### config.mk
export PLATFORM = sky130hd
export DESIGN_NAME = sys_ctrl
export DESIGN_NICKNAME = d
export VERILOG_FILES = /design/src/rtl/sys_ctrl_pkg.sv /design/src/rtl/sys_ctrl_timer.sv /design/src/rtl/sys_ctrl.sv
export SDC_FILE = /design/constraint.sdc
export NUM_CORES = 1
export LEC_CHECK = 0
export ABC_AREA = 1
export CAP_MARGIN = 20
export CORE_MARGIN = 4
export CORE_UTILIZATION = 40
export DETAILED_ROUTE_END_ITERATION = 6
export PLACE_DENSITY = 0.81
export SYNTH_ARGS = -nofsm -noshare
export SYNTH_HDL_FRONTEND = slang
export SYNTH_SLANG_ARGS = --single-unit
### constraint.sdc
create_clock -name clk -period 1.5 [get_ports clk]
set_input_delay 0.3 -clock clk [delete_from_list [all_inputs] [get_ports clk]]
set_output_delay 0.3 -clock clk [all_outputs]
set_load 0.02 [all_outputs]
### src/rtl/sys_ctrl_pkg.sv
// Shared types and command codes for the sys_ctrl UART command controller.
package sys_ctrl_pkg;

    typedef enum logic [2:0] {
        IDLE,
        WR_ADDR,
        WR_DATA,
        RD_ADDR,
        RD_WAIT,
        TX_SEND
    } state_t;

    localparam logic [7:0] CMD_WR    = 8'hAA;
    localparam logic [7:0] CMD_RD    = 8'hBB;
    localparam logic [7:0] CMD_PING  = 8'hCC;
    localparam logic [7:0] PING_RESP = 8'h55;

    // States in which the inter-byte timeout counter runs.
    function automatic logic timed_state(input state_t s);
        return (s == WR_ADDR) || (s == WR_DATA) || (s == RD_ADDR) || (s == RD_WAIT);
    endfunction

endpackage

### src/rtl/sys_ctrl_timer.sv
// Inter-byte timeout counter; used by sys_ctrl only when SYS_CTRL_TIMEOUT_EN is defined.
module sys_ctrl_timer #(
    parameter int unsigned TIMEOUT_CYCLES = 4096
) (
    input  logic clk,
    input  logic rst,
    input  logic run,
    input  logic restart,
    output logic expired_c
);

    localparam int unsigned CW = (TIMEOUT_CYCLES > 1) ? $clog2(TIMEOUT_CYCLES) : 1;

    logic [CW-1:0] count;

    // An accepted byte wins over an expiry in the same cycle.
    assign expired_c = run && !restart && (count == CW'(TIMEOUT_CYCLES - 1));

    always_ff @(posedge clk or posedge rst) begin
        if (rst) begin
            count <= '0;
        end else if (!run || restart || expired_c) begin
            count <= '0;
        end else begin
            count <= count + CW'(1);
        end
    end

endmodule

### src/rtl/sys_ctrl.sv
// Byte-level command controller between the UART and the register file.
// Optional inter-byte timeout enabled by defining SYS_CTRL_TIMEOUT_EN.
module sys_ctrl
    import sys_ctrl_pkg::*;
#(
    parameter int unsigned DATA_WIDTH     = 8,
    parameter int unsigned ADDR_WIDTH     = 4,
    parameter int unsigned TIMEOUT_CYCLES = 4096
) (
    input  logic                  clk,
    input  logic                  rst,
    input  logic [DATA_WIDTH-1:0] rx_p_data,
    input  logic                  rx_d_vld,
    output logic [ADDR_WIDTH-1:0] rf_addr,
    output logic [DATA_WIDTH-1:0] rf_wr_data,
    output logic                  rf_wr_en,
    output logic                  rf_rd_en,
    input  logic [DATA_WIDTH-1:0] rf_rd_data,
    input  logic                  rf_rd_data_vld,
    output logic [DATA_WIDTH-1:0] tx_p_data,
    output logic                  tx_d_vld,
    input  logic                  tx_busy,
    output logic                  frame_err
);

    state_t state;
    logic   timeout_c;

`ifdef SYS_CTRL_TIMEOUT_EN
    // Bytes dropped in RD_WAIT are not accepted, so they do not restart the count.
    sys_ctrl_timer #(
        .TIMEOUT_CYCLES(TIMEOUT_CYCLES)
    ) u_timer (
        .clk      (clk),
        .rst      (rst),
        .run      (timed_state(state)),
        .restart  (rx_d_vld && (state != RD_WAIT)),
        .expired_c(timeout_c)
    );
`else
    assign timeout_c = 1'b0;
`endif

    always_ff @(posedge clk or posedge rst) begin
        if (rst) begin
            state      <= IDLE;
            rf_addr    <= '0;
            rf_wr_data <= '0;
            rf_wr_en   <= 1'b0;
            rf_rd_en   <= 1'b0;
            tx_p_data  <= '0;
            tx_d_vld   <= 1'b0;
            frame_err  <= 1'b0;
        end else begin
            rf_wr_en  <= 1'b0;
            rf_rd_en  <= 1'b0;
            tx_d_vld  <= 1'b0;
            frame_err <= 1'b0;
            case (state)
                IDLE: begin
                    if (rx_d_vld) begin
                        if (rx_p_data == DATA_WIDTH'(CMD_WR)) begin
                            state <= WR_ADDR;
                        end else if (rx_p_data == DATA_WIDTH'(CMD_RD)) begin
                            state <= RD_ADDR;
                        end else if (rx_p_data == DATA_WIDTH'(CMD_PING)) begin
                            tx_p_data <= DATA_WIDTH'(PING_RESP);
                            state     <= TX_SEND;
                        end else begin
                            frame_err <= 1'b1;
                        end
                    end
                end
                WR_ADDR: begin
                    if (rx_d_vld) begin
                        rf_addr <= rx_p_data[ADDR_WIDTH-1:0];
                        state   <= WR_DATA;
                    end else if (timeout_c) begin
                        frame_err <= 1'b1;
                        state     <= IDLE;
                    end
                end
                WR_DATA: begin
                    if (rx_d_vld) begin
                        rf_wr_data <= rx_p_data;
                        rf_wr_en   <= 1'b1;
                        state      <= IDLE;
                    end else if (timeout_c) begin
                        frame_err <= 1'b1;
                        state     <= IDLE;
                    end
                end
                RD_ADDR: begin
                    if (rx_d_vld) begin
                        rf_addr  <= rx_p_data[ADDR_WIDTH-1:0];
                        rf_rd_en <= 1'b1;
                        state    <= RD_WAIT;
                    end else if (timeout_c) begin
                        frame_err <= 1'b1;
                        state     <= IDLE;
                    end
                end
                RD_WAIT: begin
                    // A byte here is dropped even when read data arrives alongside it.
                    if (rx_d_vld) begin
                        frame_err <= 1'b1;
                    end
                    if (rf_rd_data_vld) begin
                        tx_p_data <= rf_rd_data;
                        state     <= TX_SEND;
                    end else if (timeout_c) begin
                        frame_err <= 1'b1;
                        state     <= IDLE;
                    end
                end
                TX_SEND: begin
                    if (rx_d_vld) begin
                        frame_err <= 1'b1;
                    end
                    if (!tx_busy) begin
                        tx_d_vld <= 1'b1;
                        state    <= IDLE;
                    end
                end
                default: state <= IDLE;
            endcase
        end
    end

endmodule

; ---- Yosys cells after proc, flatten, opt, wreduce, memory -nomap -nowiden
; Index checks and enable logic that the tools add are counted.
[op_classes]
muxes = 26
eq_ne = 18
n_reduce_logical = 8
[ops]
columns = operator, count
row1 = 8-bit 2-to-1 mux, 5
row2 = 3-bit 2-to-1 mux, 9
row3 = 8-bit == test (second input constant), 3
row4 = 2-bit != test (second input constant), 9
row5 = 3-bit case mux with 6 select lines, 1
row6 = 8-bit case mux with 2 select lines, 1
row7 = 1-bit 2-to-1 mux, 9
row8 = 7-bit AND reduction, 1
row9 = 3-bit by 2-bit == test with 1-bit output (second input constant), 2
row10 = 3-bit == test (second input constant), 2
row11 = 6-bit AND reduction, 1
row12 = 4-bit != test (second input constant), 1
row13 = 2-bit AND reduction, 2
row14 = 2-bit OR reduction, 2
row15 = 3-bit by 1-bit == test with 1-bit output (second input constant), 1
row16 = 3-bit logical NOT, 1
row17 = 1-bit case mux with 2 select lines, 1
row18 = 2-bit nonzero test, 1
[totals]
register_bits = 27
inputBits = 21

; ---- Longest topological paths before layout
; Gate-level depths: netlist of run 1.
[depth]
depth_word = 6
depth_mapped = 9
ltp_nobuf = 9

; ---- Least setup slack after synthesis of run 1
; No wires, ideal clock.
[synth_timing]
kind = flip-flop to flip-flop
from = reg state[1]
to = reg tx_p_data[2]
setup_ns = 0.117
setup_slack_ns = 0.289
arrival_ns = 1.094
t_required_ns = 1.383
period_less_slack_ns = 1.211
stages_incl_launch_ff = 8
cell_sequence = dfrtp_1 inv_2 nand2_2 nor2_2 inv_2 or2_2 nand3_1 nand2_1
[synth_between]
elab_chain_cells = 3
elab_cells_between_ends = 10
cone_classes = eq/ne (6) / mux (1) / reduce/logical (3)
[synth_lines]
columns = item, line_no
row1 = from (decl), sys_ctrl.sv:26  ; state_t state;
row2 = from (signal assigned), sys_ctrl.sv:46  ; state <= IDLE;
row3 = from (signal assigned), sys_ctrl.sv:63  ; state <= WR_ADDR;
row4 = from (signal assigned), sys_ctrl.sv:65  ; state <= RD_ADDR;
row5 = 3-bit == test or 3-bit logical NOT (tied branches), sys_ctrl.sv:59  ; case (state)
row6 = 2-bit != test (no source line) or 2-bit nonzero test (tied branches), -
row7 = 6-bit AND reduction (no source line), -
row8 = to (signal assigned), sys_ctrl.sv:67  ; tx_p_data <= DATA_WIDTH'(PING_RESP);
row9 = to (signal assigned), sys_ctrl.sv:109  ; tx_p_data <= rf_rd_data;
row10 = to (decl), sys_ctrl.sv:20  ; output logic [DATA_WIDTH-1:0] tx_p_data,
; Several ways; a longest one is shown, not always the timed one.
; A chain may end at the register's enable or synchronous reset.

; ---- Worst setup path in the final report of run 1
[layout_timing]
from = reg rf_wr_data[1]
to = out rf_wr_data[1]
[layout_lines]
columns = item, line_no
row1 = from (decl), sys_ctrl.sv:15  ; output logic [DATA_WIDTH-1:0] rf_wr_data,
row2 = from (signal assigned), sys_ctrl.sv:85  ; rf_wr_data <= rx_p_data;
; No word-level cell between the ends.

==> results of run 1 <==
==> synthesized netlist by cell type (all sizes together) <==
cell type  number
nor3b           1
dfrtp          27
o21ai          12
buf             1
nor3            2
or2             4
a21oi           1
inv            19
nand2          70
nor2           14
nand3          12
==> what timing repair did <==
| action | CTS | global route |
|---|---|---|
| setup buffers | 0 | 1 |
| endpoints found under the hold margin | 0 | 0 |
| resized for setup | 24 | 1 |
| setup endpoints to repair | 24 | 5 |
==> cell type report <==
class | instances | area share, %
Multi-Input combinational cell | 116 | 28.1
Tap cell | 44 | 3.00
Inverter | 19 | 3.89
Clock buffer | 3 | 1.23
Sequential cell | 27 | 36.9
Clock inverter | 1 | 0.410
Timing Repair Buffer | 54 | 26.5
==> metal layers <==
layer  track usage, %  vias to the layer above  wire, µm
met4             8.18                        0        72
met2             23.6                       25      1330
li1                 -                      614         -
met3             1.23                        7        97
met5                0                        -         0
met1             19.8                      534      1310
==> sequential cells by signal (all words and copies together), names as in the netlist <==
name,flops
rf_wr_data,8
tx_p_data,8
rf_addr,4
state,3
frame_err,1
rf_rd_en,1
rf_wr_en,1
tx_d_vld,1
==> kinds of logic (layout without fill, tap and decap cells) <==
logic type	after synthesis	after routing	share of synthesized area (%)
buf+inv	20	77	6.21
compound gates	13	13	5.12
simple gates	103	103	35.5
flops	27	27	53.2
==> worst paths after layout <==
check / cells after the start / slack (ps) / to
hold / removal: 3 / 310 / rf_addr[1]
min in group clk: 2 / 480 / tx_p_data[2]
max in group asynchronous: 3 / 930 / state[1]
setup reg to reg: 7 / 160 / tx_p_data[0]
setup / recovery: 1 / 120 / rf_wr_data[1]
hold reg to reg: 2 / 480 / tx_p_data[2]
==> report_power, final <==
| part | internal [mW] | total [mW] | switching (mW) |
|---|---|---|---|
| logic | 0.620 | 1.64 | 1.02 |
| clock network | 0.102 | 0.316 | 0.214 |
| registers | 1.04 | 1.22 | 0.176 |
| total | 1.76 | 3.18 | 1.41 |
==> impl_metrics.yaml, run 1 <==
power:
  power_density_nw_per_um2: 1730
  peakVddDrop_mv: 0.622
  design_power_total_mw: 3.18
  p_leak_nw: 1.00
clock_tree:
  cts_buffer_depth: 2
  cts_sinks: 27
  hold_buffers: 0
  numCtsBuffers: 3
  cts_tree: "built"
  path_clk_slew_ps: 150
  root_buffer: "clkbuf_4"
  h-tree-depth: 1
  clk_latency_ps: 330
place:
  hpwl_um: 2220
  pre_cts_ws_ps: -180
  placed_cells: 259
  gp_congestion: 0.907
  io_buffers: 44
  placed_cell_area_um2: 1830
floorplan:
  core_region_area_um2: 3050
  rows: 20
  fp.dieH_um: 64.3
  ios: 45
  initial_core_util_pct: 41.6
  dieArea_um2: 4140
  chipWidth_um: 64.3
finish:
  synthToLayoutAreaGrowth_pct: 44.3
  finalNonFillerCells: 264
  regArea_um2: 676
  diodes: 0
  fin_nets: 242
  design_area_um2: 1830
  final_layout_size_suffix_gt1_share_pct: 12.7
  fin_util_pct: 60.0
  final_common_cell: "nand2_1"
  most-common-layout-cells: "nand2_1, dfrtp_1, dlygate4sd2_1"
  multi_input_area_um2: 515
  fill_cells: 298
setup_path:
  crit_path_max_fanout: 2
  rr_startpoint: "state[0]"
  crit_buf_inv: 1
  crit_slowest_cell: "dfrtp_1"
  cp.required_ps: 1200
  crit_path_start_kind: "register"
  critPathLaunch: "rf_wr_data[1]"
  cpPeakStageDelay_ps: 420
  cpLargestDelayFamily: "flip-flops"
  path_cells: "dlygate4sd2_1"
  cp-end-kind: "output pin"
  arrival_ps: 1080
  worstSetupPathType: "register to output pin"
detailed_routing:
  ant_nets: 0
  routed_wl_um: 2810
  drtIter0Drc: 52
  dr.pass1.iters: 4
  routed-via-count: 1180
  remaining_drc_errors: 0
  wire_per_inst_um: 10.6
  viasPerCell: 4.47
status:
  status: "finished, final reports clean"
logic_synthesis:
  syn-cell-area_um2: 1270
  synth_top_area_share_pct: 53.2
  yosys_warnings: 0
  syn-num-nets: 184
  ys_top_cells_by_area: "dfrtp_1, nand2_1, inv_1, nand3_1, o21ai_0"
  yosys.cell_types.count: 18
  synth-seq-area-share_pct: 53.2
  synthCells: 163
  ys_seq_elements: 27
  yosysTopAreaCell: "dfrtp_1"
  syn-mean-instance-area_um2: 7.79
grt:
  overflow: 0
  antenna_found_initial: 0
  grt_pass1_wl_um: 4760
  grt_use_total_pct: 14.8
  grt_start_max_net_pins: 28
  grt_pass1_vias: 1082
sta:
  max_freq_mhz: 727
  hold_viol: 0
  worst_slack_ps: 124
  slew_headroom_pct: 77.9
  fin_setup_tns_ps: 0
  worst_slew_pin_slew_ps: 331
  finalCriticalPeriod_ps: 1380
  finalSetupViolCount: 0
  post-route-period-util_pct: 91.7
  fin_worst_skew_ps: 12.1
  slew_viol_final: 0
  rsz0062_at_grt: "false"
  worst_hold_slack_ps: 311
flow_run:
  max_cap_violations: 0
worst_hold_path:
  hp-class: "input port to async pin"
No activity file was read; power rests on OpenSTA's default activity.
==> run 2, diff against run 1 <==
--- a/config.mk
+++ b/config.mk
@@ -6,11 +6,12 @@
 export NUM_CORES = 1
 export LEC_CHECK = 0
 export ABC_AREA = 1
-export CAP_MARGIN = 20
+export CAP_MARGIN = 25
 export CORE_MARGIN = 4
 export CORE_UTILIZATION = 40
 export DETAILED_ROUTE_END_ITERATION = 6
 export PLACE_DENSITY = 0.81
+export SLEW_MARGIN = 20
 export SYNTH_ARGS = -nofsm -noshare
 export SYNTH_HDL_FRONTEND = slang
 export SYNTH_SLANG_ARGS = --single-unit
==> results of run 2 <==
Final layout, timing and power as in run 1 (identical DEF).
